$ cat src/rtl/fp_add_pkg.sv
// Shared types and constants for the FP adder sequencer.
// Holds the state encoding, datapath widths and the alignment-amount helper.
package fp_add_pkg;

    localparam int EXPO_WIDTH      = 8;
    localparam int MENT_WIDTH      = 23;
    localparam int SHIFT_MAX       = MENT_WIDTH + 1;
    localparam int NORM_MAX_CYCLES = MENT_WIDTH + 2;
    localparam int SHIFT_W         = $clog2(SHIFT_MAX + 1);
    localparam int NORM_W          = $clog2(NORM_MAX_CYCLES + 1);

    typedef enum logic [2:0] {
        IDLE,
        COMPARE,
        ALIGN,
        ADD,
        NORM,
        DONE
    } state_t;

    // |exp_diff| clamped to SHIFT_MAX; larger shifts clear the operand anyway
    function automatic logic [SHIFT_W-1:0] align_amount(
        input logic [EXPO_WIDTH:0] diff
    );
        logic [EXPO_WIDTH:0] mag;
        mag = diff[EXPO_WIDTH] ? (~diff + (EXPO_WIDTH+1)'(1)) : diff;
        if (mag > (EXPO_WIDTH+1)'(SHIFT_MAX))
            return SHIFT_W'(SHIFT_MAX);
        return mag[SHIFT_W-1:0];
    endfunction

endpackage

$ cat src/rtl/fp_align_counter.sv
// Loadable down-counter that sticks at zero; meters alignment shifts.
// Ports: clk, rst_n, load, dec, load_val in; cnt, zero out.
module fp_align_counter #(
    parameter int W = 5
) (
    input  logic         clk,
    input  logic         rst_n,
    input  logic         load,
    input  logic         dec,
    input  logic [W-1:0] load_val,
    output logic [W-1:0] cnt,
    output logic         zero
);

    assign zero = (cnt == '0);

    always_ff @(posedge clk or negedge rst_n) begin
        if (!rst_n)
            cnt <= '0;
        else if (load)
            cnt <= load_val;
        else if (dec && !zero)
            cnt <= cnt - W'(1);
    end

endmodule

$ cat src/rtl/addition_control_unit.sv
// Sequencer for the FP adder: compare, align, add, normalise, done.
// In: clk_in, rst_n_in, start_in, exp_diff_in, norm_done_in; out: selects, enables, status.
module addition_control_unit
    import fp_add_pkg::*;
(
    input  logic                clk_in,
    input  logic                rst_n_in,
    input  logic                start_in,
    input  logic [EXPO_WIDTH:0] exp_diff_in,
    input  logic                norm_done_in,
    output logic                mux1_sel_out,
    output logic                mux2_sel_out,
    output logic                mux3_sel_out,
    output logic                load_en_out,
    output logic                align_shift_out,
    output logic                add_en_out,
    output logic                norm_en_out,
    output logic                busy_out,
    output logic                done_out,
    output logic                norm_err_out
);

    state_t              state;
    state_t              next_state;
    logic                sel_q;
    logic [NORM_W-1:0]   norm_cnt;
    logic                norm_done_q;
    logic                norm_err_q;
    logic                shift_load;
    logic                shift_dec;
    logic [SHIFT_W-1:0]  shift_amt;
    logic [SHIFT_W-1:0]  shift_cnt;
    logic                shift_zero;
    logic                norm_en;
    logic                norm_timeout;
    logic                accept;
    logic                err_set;

    assign shift_amt    = align_amount(exp_diff_in);
    assign accept       = (state == IDLE) && start_in;
    assign norm_timeout = (norm_cnt == NORM_W'(NORM_MAX_CYCLES));
    // stop stepping once stage 4 has reported done or the budget is spent
    assign norm_en      = (state == NORM) && !norm_done_q && !norm_timeout;
    assign err_set      = (state == NORM) && !norm_done_q && norm_timeout;

    fp_align_counter #(.W(SHIFT_W)) u_shift_cnt (
        .clk      (clk_in),
        .rst_n    (rst_n_in),
        .load     (shift_load),
        .dec      (shift_dec),
        .load_val (shift_amt),
        .cnt      (shift_cnt),
        .zero     (shift_zero)
    );

    always_ff @(posedge clk_in or negedge rst_n_in) begin
        if (!rst_n_in)
            state <= IDLE;
        else
            state <= next_state;
    end

    always_comb begin
        next_state = state;
        shift_load = 1'b0;
        shift_dec  = 1'b0;
        unique case (state)
            IDLE: begin
                if (start_in)
                    next_state = COMPARE;
            end
            COMPARE: begin
                shift_load = 1'b1;
                next_state = (shift_amt == '0) ? ADD : ALIGN;
            end
            ALIGN: begin
                shift_dec = 1'b1;
                // leave on the final pulse so exactly shift_amt pulses are issued
                if (shift_zero || shift_cnt == SHIFT_W'(1))
                    next_state = ADD;
            end
            ADD: begin
                next_state = NORM;
            end
            NORM: begin
                if (norm_done_q || norm_timeout)
                    next_state = DONE;
            end
            DONE: begin
                next_state = IDLE;
            end
            default: begin
                next_state = IDLE;
            end
        endcase
    end

    // norm_done_in is registered so no output depends on it combinationally
    always_ff @(posedge clk_in or negedge rst_n_in) begin
        if (!rst_n_in) begin
            sel_q       <= 1'b1;
            norm_cnt    <= '0;
            norm_done_q <= 1'b0;
            norm_err_q  <= 1'b0;
        end else begin
            if (state == COMPARE)
                sel_q <= ~exp_diff_in[EXPO_WIDTH];
            if (state != NORM) begin
                norm_cnt    <= '0;
                norm_done_q <= 1'b0;
            end else if (norm_en) begin
                norm_cnt    <= norm_cnt + NORM_W'(1);
                norm_done_q <= norm_done_in;
            end
            if (accept)
                norm_err_q <= 1'b0;
            else if (err_set)
                norm_err_q <= 1'b1;
        end
    end

    assign mux1_sel_out    = sel_q;
    assign mux2_sel_out    = sel_q;
    assign mux3_sel_out    = sel_q;
    assign load_en_out     = (state == COMPARE);
    assign align_shift_out = (state == ALIGN);
    assign add_en_out      = (state == ADD);
    assign norm_en_out     = norm_en;
    assign busy_out        = (state != IDLE);
    assign done_out        = (state == DONE);
    assign norm_err_out    = norm_err_q;

endmodule

$ cat config.mk
export PLATFORM = sky130hd
export DESIGN_NAME = addition_control_unit
export DESIGN_NICKNAME = d
export VERILOG_FILES = /design/src/rtl/fp_add_pkg.sv /design/src/rtl/fp_align_counter.sv /design/src/rtl/addition_control_unit.sv
export SDC_FILE = /design/constraint.sdc
export NUM_CORES = 1
export LEC_CHECK = 0
export ABC_AREA = 1
export CAP_MARGIN = 10
export CORE_ASPECT_RATIO = 0.8
export CORE_MARGIN = 2
export CORE_UTILIZATION = 48
export CTS_BUF_LIST = sky130_fd_sc_hd__clkbuf_2 sky130_fd_sc_hd__clkbuf_4 sky130_fd_sc_hd__clkbuf_8
export CTS_CLUSTER_DIAMETER = 100
export DETAILED_ROUTE_END_ITERATION = 8
export GPL_TIMING_DRIVEN = 0
export PLACE_DENSITY = 0.77
export SYNTH_ARGS = -nofsm -noshare
export SYNTH_HDL_FRONTEND = slang
export SYNTH_SLANG_ARGS = --single-unit
$ cat constraint.sdc
create_clock -name clk_in -period 1.2 [get_ports clk_in]
set_input_delay 0.36 -clock clk_in [delete_from_list [all_inputs] [get_ports clk_in]]
set_output_delay 0.36 -clock clk_in [all_outputs]
set_load 0.02 [all_outputs]
==> run summary <==
status = finished with violations
failing checks = negative setup slack
RSZ-0062 raised after global routing = yes
CP endpoint kind = output port
Power Total = 4.67 mW
CTS tree = done
Synth cell types = 33
CTS Sinks = 16
Worst Path Arrival = 1370 ps
fill count = 141
total vias in the final route = 1,469
worst skew pair latency = 300 ps
final hold viol count = 0
cell chain of the critical path = ha_4, nand4_1, nand2_2, nor2_4, buf_6
total CTS buffers = 3
Leak = 0.966 nW
Avg Inst Size Synth = 7.24 sq um
1st-pass router iterations = 4
diode count = 0
final non-filler cell total = 266
Worst Setup Slack post-DPL = -925 ps
initial antenna violation count = 0
FF+latch count, synth = 16
first-pass GRT wire length = 6090 um
Die Y-Extent = 49.4 um
post-layout min period = 1730 ps
Cell Int Power = 2.49 mW
root buffer cell = clkbuf_4
peak supply drop = 1.46 mV
Final setup viols = 25
final setup margin = -532 ps
Routed wire per std cell = 17.3 um
relative slew slack = 50.5%
synthesized cell area = 1240 sq um
largest net degree at the start of global routing = 17
Core Util, Final = 84.8%
CP required = 840 ps
maximum fanout along the worst path = 2
Crit path max-delay family = flip-flops
post-route antenna net violation count = 0
number of global-route vias before repair = 1,313
Clk pin slew, worst setup/hold paths = 100 ps
Clock Power Share = 7.1%
Sum Neg Setup Slack = -7270 ps
Starting Density = 50.7%
Die X = 60.8 um
crit-path max cell delay = 430 ps
grt ovf = 0
layout cell share with drive strength beyond 1 = 50.9%
# DRC = 0
row count = 16
Detailed Place HPWL = 2260 um
Ys Warns = 0
Sw Ratio = 46.7%
Area Overhead vs Synth = 67.2%
core area = 2440 sq um
register area share after synthesis = 32.4%
Max Cap Viol = 0
Hold-fix buffers, CTS = 0
Slew Limit Fails = 0
combinational power share = 72.4%
routed vias/inst = 5.52
Slew @ Worst Pin = 740 ps
Cell Pwr Density = 2250 nW/um^2
Mapped Nets = 190
num ports = 23
Setup CP Type = reg -> out
hold slack = 426 ps
placed insts = 229
CP max stage cell = dfrtp_1
Setup Skew = 5.72 ps
drt total wl = 4610 um
fin area = 2070 sq um
gr usage total = 27.5%
sequential fraction of design power = 20.5%
First DRT Iteration DRCs = 89
Die Area = 3010 sq um
maximum operating frequency = 577 MHz
Post-Syn Instances = 171
Longest Clk Path Bufs = 2
Placer Congestion = 0.838
buffers added on ports = 22
Area after DPL = 1580 sq um
worst path bufs/invs = 1
Final Net Count = 250
final worst path period share = 144%
sw power = 2.18 mW
Hold Path Class = in -> reg
H-tree levels = 1
Critical Path Source Type = flop
==> cells in the mapped netlist <==
cell type / count / area [sq um]
nand2_1: 39 / 146
inv_1: 26 / 97.6
dfrtp_1: 15 / 375
nor2_1: 14 / 52.6
nand3_1: 12 / 60.1
o21ai_0: 8 / 40.0
a21oi_1: 6 / 30.0
ha_1: 6 / 75.1
inv_2: 5 / 18.8
nor3_1: 5 / 25.0
nand2_2: 4 / 25.0
o21ai_1: 3 / 15.0
xor2_1: 3 / 26.3
buf_4: 2 / 15.0
nand3_2: 2 / 20.0
nor2_2: 2 / 12.5
nor2_4: 2 / 22.5
xor2_2: 2 / 32.5
a21oi_2: 1 / 8.76
a31oi_1: 1 / 6.26
a31oi_4: 1 / 21.3
buf_6: 1 / 11.3
clkinv_2: 1 / 5.00
dfstp_2: 1 / 26.3
nand4_1: 1 / 6.26
nor3_2: 1 / 10.0
nor3b_1: 1 / 7.51
nor4_1: 1 / 6.26
o2111ai_1: 1 / 8.76
o21a_1: 1 / 7.51
o21ai_2: 1 / 8.76
o22ai_1: 1 / 6.26
xnor2_1: 1 / 8.76
==> layout make-up <==
class / count / area, sq um / share of cell area, %
plain buffers: 3 / 33.8 / 1.63
clock buffers: 4 / 30.0 / 1.45
inverters: 32 / 159 / 7.67
multi-input cells: 120 / 888 / 42.9
flip-flops and latches: 16 / 404 / 19.5
well taps: 36 / 45.0 / 2.18
repair buffers: 55 / 510 / 24.7
==> worst reg2reg max path, delay by kind of cell (launching register included) <==
kind / cells / cell delay [ps]
compound gates: 3 / 480
simple gates: 1 / 80
flops: 1 / 410
buf+inv: 4 / 520
==> layer usage <==
| layer | track usage [%] | share of wire (%) | wire [um] |
|---|---|---|---|
| met3 | 7.43 | 7.4 | 341 |
| met5 | 0 | 0 | 0 |
| met4 | 3.99 | 3.3 | 153 |
| met2 | 41.9 | 50 | 2290 |
| met1 | 39.8 | 40 | 1830 |
==> cell usage in the layout, fill, tap and decap left out, types with 2 or more instances in the layout <==
cell and instances:
inv_2 11, a21oi_2 2, o21ai_1 2, dfrtp_2 2, ha_1 4, inv_1 16
nand3_1 9, buf_4 21, o21ai_0 5, a21oi_1 5, clkdlybuf4s50_1 4, dlygate4sd2_1 5
nand2_2 11, clkdlybuf4s15_2 2, nor3_4 2, nor2_2 2, nand3_2 4, o21ai_2 5
ha_4 2, nor3_1 3, dfrtp_1 13, xor2_2 2, buf_2 2, nand2_4 2
nor2_1 10, xor2_1 2, buf_6 24, nand2_1 29, nor2_4 6, clkbuf_4 4
==> worst paths after layout <==
path                                startpoint                  to  slack, ps  depth (start not counted)
worst max-delay path               norm_cnt[0]         norm_en_out       -530                          5
worst min-delay path            exp_diff_in[0]  u_shift_cnt.cnt[0]        430                          3
worst max register to register        state[2]  u_shift_cnt.cnt[4]       -410                          8
worst min register to register    mux1_sel_out        mux1_sel_out        520                          2
max in group asynchronous             rst_n_in            state[0]        190                          1
min in group asynchronous             rst_n_in         norm_cnt[0]        490                          1
==> timing repair <==
item	4_1_cts	5_1_grt
pin swaps	12	5
gates cloned	1	0
buffers inserted	20	12
gates resized for setup	108	27
setup endpoints to repair	23	24
==> sequential cells by signal (all words and copies together), names as in the netlist <==
name and count:
norm_err_out 1, norm_done_q 1, mux1_sel_out 1, u_shift_cnt.cnt 5, norm_cnt 5, state 3
==> cell families (layout without fill, tap and decap cells) <==
logic type	count (synthesis)	after routing	share of synthesized area (%)
AND/OR/NAND/NOR	84	84	31.8
buffers and inverters	35	94	11.9
AO/OA/AOI/OAI	24	24	12.3
flip-flops	16	16	32.4
adder cells (fa/ha/maj)	6	6	6.06
XOR/XNOR	6	6	5.45
==> power groups by stage <==
stage               clock network (mW)  registers, mW  logic [mW]
floorplan                            0          0.920        1.30
global placement                     0          0.927        1.82
detailed placement                   0          0.936        1.90
CTS                              0.328          0.931        2.56
global route                     0.353          0.972        3.58
finish                           0.331          0.959        3.38
Note: power is estimated with default switching activity, not from simulation.
